===== src/rtl/tlc_timebase.sv =====
// ---------------------------------------------------------------------------
// tlc_timebase -- time base and input conditioning for a traffic-light
// controller.
//
// Produces a one-cycle tick every DIV clocks, a blink square wave that flips
// on every tick, and a 5-bit seconds countdown that steps down on ticks. The
// two car sensors and the reset pushbutton are synchronized and debounced.
// The button also yields a single-cycle click pulse on each debounced press.
//
// Parameters
//   DIV  clk cycles per tick period (2 .. 2^27)
//   DEB  cycles an input must stay stable before it is accepted (1 .. 2^24)
//
// Ports
//   clk         in   system clock
//   rst         in   synchronous, active-high reset
//   car_ns_raw  in   asynchronous NS car sensor
//   car_ew_raw  in   asynchronous EW car sensor
//   btn_raw     in   asynchronous reset pushbutton
//   timer_load  in   load timer_init into the countdown (wins over a tick)
//   timer_en    in   allow a decrement on the next tick
//   timer_init  in   [4:0] load value, in seconds
//   clk_slow    out  one-cycle tick strobe, once every DIV cycles
//   blink       out  square wave, period 2*DIV
//   timer_out   out  [4:0] current countdown value, saturates at 0
//   car_ns      out  debounced NS sensor level
//   car_ew      out  debounced EW sensor level
//   click_rst   out  one-cycle pulse after a debounced button press
// ---------------------------------------------------------------------------

// Synchronizer plus debouncer for one asynchronous input. The level output
// changes only after the synchronized input has disagreed with it for DEB
// consecutive cycles; any agreement in between restarts the count.
module tlc_debounce #(
  parameter int DEB = 1_000_000
) (
  input  logic clk,
  input  logic rst,
  input  logic raw,
  output logic level
);

  localparam int CW = (DEB > 1) ? $clog2(DEB) : 1;
  localparam logic [CW-1:0] CNT_MAX = CW'(DEB - 1);

  logic          meta;
  logic          sync;
  logic [CW-1:0] cnt;

  // Two-flop synchronizer; nothing downstream sees raw directly.
  always_ff @(posedge clk) begin
    if (rst) begin
      meta <= 1'b0;
      sync <= 1'b0;
    end else begin
      meta <= raw;
      sync <= meta;
    end
  end

  // Stability counter: the compare against CNT_MAX uses the value before the
  // increment, which gives DEB+2 cycles from a raw change to a level change.
  always_ff @(posedge clk) begin
    if (rst) begin
      cnt   <= {CW{1'b0}};
      level <= 1'b0;
    end else if (sync == level) begin
      cnt   <= {CW{1'b0}};
    end else if (cnt == CNT_MAX) begin
      level <= sync;
      cnt   <= {CW{1'b0}};
    end else begin
      cnt   <= cnt + CW'(1);
    end
  end

endmodule

module tlc_timebase #(
  parameter int DIV = 100_000_000,
  parameter int DEB = 1_000_000
) (
  input  logic       clk,
  input  logic       rst,
  input  logic       car_ns_raw,
  input  logic       car_ew_raw,
  input  logic       btn_raw,
  input  logic       timer_load,
  input  logic       timer_en,
  input  logic [4:0] timer_init,
  output logic       clk_slow,
  output logic       blink,
  output logic [4:0] timer_out,
  output logic       car_ns,
  output logic       car_ew,
  output logic       click_rst
);

  localparam int PW = $clog2(DIV);
  localparam logic [PW-1:0] PS_MAX  = PW'(DIV - 1);
  localparam logic [PW-1:0] PS_PRE  = PW'(DIV - 2);

  logic [PW-1:0] prescaler;
  logic          btn_level;
  logic          btn_prev;

  // Free-running prescaler 0..DIV-1; only rst restarts it.
  always_ff @(posedge clk) begin
    if (rst) begin
      prescaler <= {PW{1'b0}};
    end else if (prescaler == PS_MAX) begin
      prescaler <= {PW{1'b0}};
    end else begin
      prescaler <= prescaler + PW'(1);
    end
  end

  // Registered tick: set on the edge where the prescaler moves to DIV-1, so
  // clk_slow is high exactly while prescaler == DIV-1.
  always_ff @(posedge clk) begin
    if (rst) begin
      clk_slow <= 1'b0;
    end else begin
      clk_slow <= (prescaler == PS_PRE);
    end
  end

  // Blink flips on the edge that ends each tick cycle.
  always_ff @(posedge clk) begin
    if (rst) begin
      blink <= 1'b0;
    end else if (clk_slow) begin
      blink <= ~blink;
    end else begin
      blink <= blink;
    end
  end

  // Countdown: load beats tick; decrement saturates at zero.
  always_ff @(posedge clk) begin
    if (rst) begin
      timer_out <= 5'd0;
    end else if (timer_load) begin
      timer_out <= timer_init;
    end else if (clk_slow && timer_en && (timer_out != 5'd0)) begin
      timer_out <= timer_out - 5'd1;
    end else begin
      timer_out <= timer_out;
    end
  end

  tlc_debounce #(.DEB(DEB)) u_db_ns (
    .clk   (clk),
    .rst   (rst),
    .raw   (car_ns_raw),
    .level (car_ns)
  );

  tlc_debounce #(.DEB(DEB)) u_db_ew (
    .clk   (clk),
    .rst   (rst),
    .raw   (car_ew_raw),
    .level (car_ew)
  );

  tlc_debounce #(.DEB(DEB)) u_db_btn (
    .clk   (clk),
    .rst   (rst),
    .raw   (btn_raw),
    .level (btn_level)
  );

  // Rising-edge detect on the debounced button. The pulse is informational
  // only: the prescaler and countdown keep running through it.
  always_ff @(posedge clk) begin
    if (rst) begin
      btn_prev  <= 1'b0;
      click_rst <= 1'b0;
    end else begin
      btn_prev  <= btn_level;
      click_rst <= btn_level & ~btn_prev;
    end
  end

endmodule


===== config.mk =====
export PLATFORM = sky130hd
export DESIGN_NAME = tlc_timebase
export DESIGN_NICKNAME = d
export VERILOG_FILES = /design/src/rtl/tlc_timebase.sv
export SDC_FILE = /design/constraint.sdc
export NUM_CORES = 1
export LEC_CHECK = 0
export CORE_UTILIZATION = 35
export DETAILED_ROUTE_END_ITERATION = 8
export GPL_TIMING_DRIVEN = 0
export HOLD_SLACK_MARGIN = 0.06
export PLACE_DENSITY = 0.65
export SLEW_MARGIN = 20
export SYNTH_ARGS = -nofsm -noshare
export SYNTH_HDL_FRONTEND = slang
export SYNTH_SLANG_ARGS = --single-unit

===== constraint.sdc =====
create_clock -name clk -period 2.3 [get_ports clk]
set_clock_uncertainty 0.2 [all_clocks]
set_input_delay 0.46 -clock clk [delete_from_list [all_inputs] [get_ports clk]]
set_output_delay 0.46 -clock clk [all_outputs]
set_load 0.1 [all_outputs]

==> metrics.csv, run 1 <==
metric,value,unit
run status,"complete, no violations",
clock root buffer,sky130_fd_sc_hd__clkbuf_16,
worst-margin pin slew,958.4,ps
Die W,118.6,um
Worst Hold Path Cells,1,
fin crit share,98.81,%
post-synthesis cell count,552,
number of DRC violations after detailed-routing iteration 0,262,
cell area after synthesis,4758,um^2
buffering stage count on the worst path with inverters included,1,
Hold Fails Final Rpt,0,
Fill cells,1351,
"most common cell after layout, fill and taps aside",sky130_fd_sc_hd__dfxtp_1,
number of antenna violations at the first check in global routing,0,
maximum vdd drop,414.0,uV
Pwr Density,641.7,nW/um^2
worst-case headroom to the max-slew limit,36.36,%
top cell family by delay on the critical path,buffers and inverters,
detailed-route wire length per cell,13.28,um
number of ports placed on the die boundary,22,
Register-to-Register Path Depth,5,
Yosys reg bits,105,
First-pass DRT Iterations,4,
Lkg Pwr,1.703,nW
global route overflow,0,
"Data arrival, critical path",1610,ps
final weighted congestion in routability-driven placement,0.8031,
Layout Utilization,41.97,%
TritonCTS buffer count,9,
critical path endpoint category,output pin,
worst hold margin,187.4,ps
Critical Path Stages,1,
maximum number of pins on one net before global-route repair,18,
Routed Wire Length,10170,um
number of antenna-violating nets in the routed design,0,
Vias per Instance,5.302,
most used flip-flop cell after synthesis,sky130_fd_sc_hd__dfxtp_1,
I/O Buffers,21,
number of flops mapped to enable cells by yosys,0,
number of hold buffers added after CTS,0,
net count after synthesis,570,
Core ar.,13240,um^2
fin nets,603,
global-route usage over all layers,15.00,%
setup repair after global routing missed its margin,false,
layout overhead on the synthesized area,16.80,%
upper clock frequency limit,440.0,MHz
max capacitance violation total,0,
first-pass GRT wire length,17280,um
DR DRC count,0,
share of final-layout standard cells stronger than drive strength 1,10.00,%
overall via count from detail_route,4061,
clk sinks,105,
"Data required, critical path",1640,ps
element type at the critical path start,flip-flop,
post-layout minimum cycle time,2273,ps
Die Area,14070,um^2
sequential fraction of the synthesis area,44.18,%
Die Height,118.6,um
number of different library cells in the post-synthesis netlist,44,
number of warnings printed during yosys synthesis,0,
critical path class,reg2out,
clock input transition at the sequential cells of the worst setup and hold paths,70,ps
maximum level of the CTS H-tree,3,
Initial Util,35.93,%
clock buffer depth,2,
via count of the first global-routing pass,3879,
worst-path cell chain,clkdlybuf4s15_1,
number of pins exceeding their max-slew limit in the final report,0,
final number of setup-violating endpoints,0,
Cell Rows,42,
"FFs w/ async S/R, synth",0,%
Antenna diodes,0,
slowest CP cell,sky130_fd_sc_hd__clkdlybuf4s15_1,
largest fanout of any net on the critical path,6,
delay of the slowest critical-path stage,850,ps
clock latency of the later-clocked register in the worst-skew pair,350,ps
Hold Path Class,reg2reg,
dpl hpwl,7172,um
"commonest non-fill, non-tap cells in the layout","sky130_fd_sc_hd__dfxtp_1, sky130_fd_sc_hd__nor2_1, sky130_fd_sc_hd__nand2_1, sky130_fd_sc_hd__nand3_1, sky130_fd_sc_hd__a21oi_1",
synthesized area per cell,8.620,um^2
clock tree from TritonCTS,yes,
[cells by family (layout without fill, tap and decap cells)]
kind of cell | count (synthesis) | in the layout | synth area share, %
adders and majority gates | 6 | 6 | 1.578
DFF | 105 | 105 | 44.18
AOI/OAI and AO/OA | 87 | 87 | 10.99
buffers and inverters | 45 | 83 | 3.865
muxes | 1 | 1 | 0.2104
and+or+nand+nor | 258 | 258 | 29.98
xor gates and xnor gates | 50 | 50 | 9.203
[registers in the layout (all words and copies together), names as in the netlist]
signal and cells:
u_db_ns.cnt 20, click_rst 1, u_db_ew.level 1, u_db_btn.cnt 20
timer_out 5, u_db_btn.meta 1, u_db_ns.meta 1, u_db_ns.sync 1
clk_slow 1, u_db_btn.sync 1, blink 1, prescaler 27
u_db_ew.meta 1, btn_prev 1, u_db_ns.level 1, u_db_btn.level 1
u_db_ew.cnt 20, u_db_ew.sync 1
[layer usage]
layer | part of all wire [%] | GRT usage [%] | up-vias
met4 | 1.5 | 6.250 | 0
met5 | 0 | 0 | -
li1 | - | - | 2051
met1 | 46 | 18.01 | 1937
met2 | 50 | 25.84 | 58
met3 | 3.0 | 3.137 | 15
[synth_stat cells, types with 2 or more instances]
cell type	number	area, um^2
sky130_fd_sc_hd__o221ai_1	2	17.52
sky130_fd_sc_hd__a21oi_1	34	170.2
sky130_fd_sc_hd__dfxtp_1	105	2102
sky130_fd_sc_hd__o21ai_1	2	10.01
sky130_fd_sc_hd__nand3_2	2	20.02
sky130_fd_sc_hd__nor3b_1	2	15.01
sky130_fd_sc_hd__nand2_1	36	135.1
sky130_fd_sc_hd__clkbuf_1	11	41.29
sky130_fd_sc_hd__nor4_1	5	31.28
sky130_fd_sc_hd__nor2_1	59	221.5
sky130_fd_sc_hd__nor3_1	12	60.06
sky130_fd_sc_hd__and4_1	6	52.55
sky130_fd_sc_hd__buf_2	12	60.06
sky130_fd_sc_hd__or3_1	24	150.1
sky130_fd_sc_hd__or4_4	3	33.78
sky130_fd_sc_hd__and3_1	8	50.05
sky130_fd_sc_hd__nand4b_1	2	17.52
sky130_fd_sc_hd__or2_2	2	12.51
sky130_fd_sc_hd__inv_1	22	82.58
sky130_fd_sc_hd__and2_1	3	18.77
sky130_fd_sc_hd__or4b_1	3	30.03
sky130_fd_sc_hd__a211oi_1	3	22.52
sky130_fd_sc_hd__a31oi_1	5	31.28
sky130_fd_sc_hd__nand4_1	17	106.4
sky130_fd_sc_hd__or4_1	21	157.7
sky130_fd_sc_hd__o211ai_1	4	30.03
sky130_fd_sc_hd__nand3_1	37	185.2
sky130_fd_sc_hd__ha_1	6	75.07
sky130_fd_sc_hd__o31ai_1	12	90.09
sky130_fd_sc_hd__o21ai_0	20	100.1
sky130_fd_sc_hd__nor2b_1	6	37.54
sky130_fd_sc_hd__nor4b_1	6	52.55
sky130_fd_sc_hd__xor2_1	26	227.7
sky130_fd_sc_hd__xnor2_1	24	210.2
[power breakdown]
group	total, W	leakage, nW	switching, W	internal, W
sequential	0.00188	0.853	0.0000310	0.00184
clock	0.00153	0.142	0.000692	0.000842
combinational	0.000156	0.709	0.0000980	0.0000583
[metrics by stage]
stage          area [um^2]  cells  setup TNS [ps]  setup slack, ps  total power (W)
6_report              5558    766               0            27.42         0.003566
5_1_grt               5558    766               0           0.1132         0.003676
4_1_cts               5512    766               0           0.2129         0.003594
3_5_place_dp          5192    749           -4098           -222.4         0.002071
3_3_place_gp          5192    749           -3522           -221.4         0.002067
2_1_floorplan         4762    552               0            104.3         0.002014
[what timing repair did]
| action | in CTS | in global routing |
|---|---|---|
| buffers inserted | 2 | 0 |
| resized for setup | 19 | 19 |
| pin swaps | 2 | 0 |
| endpoints found under the setup margin | 44 | 46 |
[path summary, 6_finish.rpt]
check                 startpoint              end  slack (ps)
setup / recovery    timer_out[2]     timer_out[2]          30
setup reg to reg  u_db_ns.cnt[0]  u_db_ns.cnt[18]          90
hold / removal          btn_prev        click_rst         190
hold reg to reg         btn_prev        click_rst         190
[final cells by class]
type	instances	area [um^2]	share of cell area, %
Sequential cell	105	2112	38.00
Inverter	22	82.58	1.486
Clock inverter	7	68.82	1.238
Timing Repair Buffer	23	211.5	3.805
Buffer	22	110.1	1.981
Multi-Input combinational cell	402	2527	45.47
Tap cell	176	220.2	3.962
Clock buffer	9	225.2	4.052
No activity file was read; power rests on OpenSTA's default activity.
==> inputs of run 2 (changes only) <==
Settings changed: CTS_CLUSTER_SIZE set to 12, SLEW_MARGIN 20 to 30, TNS_END_PERCENT set to 30.
==> metrics.csv, run 2 (synthesis results as in run 1) <==
metric,value,unit,change
element type at the critical path start,flip-flop,,
delay of the slowest critical-path stage,840,ps,about the same
slowest CP cell,sky130_fd_sc_hd__clkdlybuf4s15_1,,
First-pass DRT Iterations,4,,unchanged
detailed-route wire length per cell,12.82,um,-3.5%
final weighted congestion in routability-driven placement,0.8199,,+2.1%
area of the multi-input gates,2536,um^2,+0.35%
global-route usage over all layers,14.67,%,-0.32 points
clock input transition at the sequential cells of the worst setup and hold paths,70,ps,about the same
first-pass GRT wire length,16820,um,-2.7%
run status,"complete, no violations",,
"Data arrival, critical path",1590,ps,-20 ps
clock root buffer,sky130_fd_sc_hd__clkbuf_16,,
Power Total,0.003518,W,-1.3%
register cell area after layout,2112,um^2,unchanged
dpl hpwl,7018,um,-2.1%
top cell family by delay on the critical path,buffers and inverters,,
global routing usage on met1,17.16,%,-0.85 points
most flop-heavy register,prescaler,,
fin crit share,97.85,%,-0.96 points
largest fanout of any net on the critical path,4,,-2
Routed Wire Length,9857,um,-3.1%
busiest layer in global routing,met2,,
final number of setup-violating endpoints,0,,unchanged
"Data required, critical path",1640,ps,about the same
maximum level of the CTS H-tree,3,,unchanged
final instance area,5570,um^2,+0.23%
number of antenna violations at the first check in global routing,0,,unchanged
DR DRC count,0,,unchanged
Die W,118.6,um,unchanged
clock tree from TritonCTS,yes,,
critical path endpoint category,output pin,,
max reg flops,27,,unchanged
worst-margin pin slew,953.1,ps,-5.267 ps
layout overhead on the synthesized area,17.07,%,
maximum vdd drop,385.2,uV,-6.9%
overall via count from detail_route,4077,,+0.39%
maximum number of pins on one net before global-route repair,20,,+2
post-layout minimum cycle time,2251,ps,-22.02 ps
clock latency of the later-clocked register in the worst-skew pair,350,ps,about the same
TritonCTS buffer count,9,,unchanged
number of DRC violations after detailed-routing iteration 0,255,,-2.7%
"commonest non-fill, non-tap cells in the layout","sky130_fd_sc_hd__dfxtp_1, sky130_fd_sc_hd__nor2_1, sky130_fd_sc_hd__nand3_1",,
critical path class,reg2out,,
number of antenna-violating nets in the routed design,0,,unchanged
global route overflow,0,,unchanged
buffering stage count on the worst path with inverters included,1,,unchanged
Die Area,14070,um^2,unchanged
Hold Fails Final Rpt,0,,unchanged
Hold Path Class,reg2reg,,
Antenna diodes,0,,unchanged
Lkg Pwr,1.706,nW,+0.16%
Global Route met3 Usage,4.392,%,+1.3 points
Core ar.,13240,um^2,unchanged
number of pins exceeding their max-slew limit in the final report,0,,unchanged
worst-case headroom to the max-slew limit,36.71,%,+0.34 points
max capacitance violation total,0,,unchanged
Die Height,118.6,um,unchanged
share of final-layout standard cells stronger than drive strength 1,10.46,%,+0.46 points
met2 routing resource usage after global routing,25.18,%,-0.66 points
clk sinks,105,,unchanged
I/O Buffers,21,,unchanged
worst hold margin,186.5,ps,-0.9240 ps
fin nets,606,,+0.50%
Initial Util,35.93,%,unchanged
upper clock frequency limit,444.3,MHz,+0.98%
clock buffer depth,2,,unchanged
Vias per Instance,5.302,,about the same
Pwr Density,631.6,nW/um^2,-1.6%
"most common cell after layout, fill and taps aside",sky130_fd_sc_hd__dfxtp_1,,
worst-path cell chain,clkdlybuf4s15_1,,
Fill cells,1344,,-0.52%
via count of the first global-routing pass,3774,,-2.7%
Cell Rows,42,,unchanged
dpl cell area,5191,um^2,about the same
number of ports placed on the die boundary,22,,unchanged
-- run 2: layout make-up --
class / count / share of cell area (%)
Clock buffer: 9 / 4.043
Clock inverter: 7 / 1.123
Tap cell: 176 / 3.953
Inverter: 22 / 1.482
Buffer: 23 / 2.022
Multi-Input combinational cell: 402 / 45.53
Sequential cell: 105 / 37.92
Timing Repair Buffer: 25 / 3.931
-- run 2: what timing repair did --
item	CTS	global route
resized for setup	19	25
setup endpoints to repair	44	50
hold buffers	0	0
buffers inserted	1	3
pin swaps	2	1
-- run 2: stage by stage --
stage,worst slack [ps],TNS [ps],utilization [%],instances
floorplan,-2.714,-2.714,-,552
finish,49.44,0,42.06,769
global route,-5.132,-5.132,42.06,769
detailed placement,-185.3,-3387,39.20,749
global placement,-166.9,-2499,39.20,749
CTS,0.9603,0,41.53,766
-- run 2: path summary, 6_finish.rpt --
path,start,to,slack [ps],cells past startpoint
max,clk_slow,clk_slow,50,1
min,btn_prev,click_rst,190,1
max reg2reg,u_db_ew.cnt[7],u_db_ew.cnt[19],70,5
min reg2reg,btn_prev,click_rst,190,1
-- run 2: power by group --
group	switching (W)	leakage (nW)	internal [W]	total (W)
logic	0.0000967	0.714	0.0000583	0.000155
clock network	0.000732	0.139	0.000758	0.00149
registers	0.0000307	0.852	0.00184	0.00187
-- run 2: routing by layer --
| metal | routed length, um | up-vias |
|---|---|---|
| met5 | 0 | - |
| met4 | 138 | 0 |
| met3 | 386 | 10 |
| met2 | 4816 | 60 |
| met1 | 4516 | 1957 |
| li1 | - | 2050 |
==> inputs of run 3 (changes only) <==
Settings changed: SLEW_MARGIN 30 to 25.
==> results of run 3 <==
No change in the layout: final DEF, timing and power equal those of run 2.
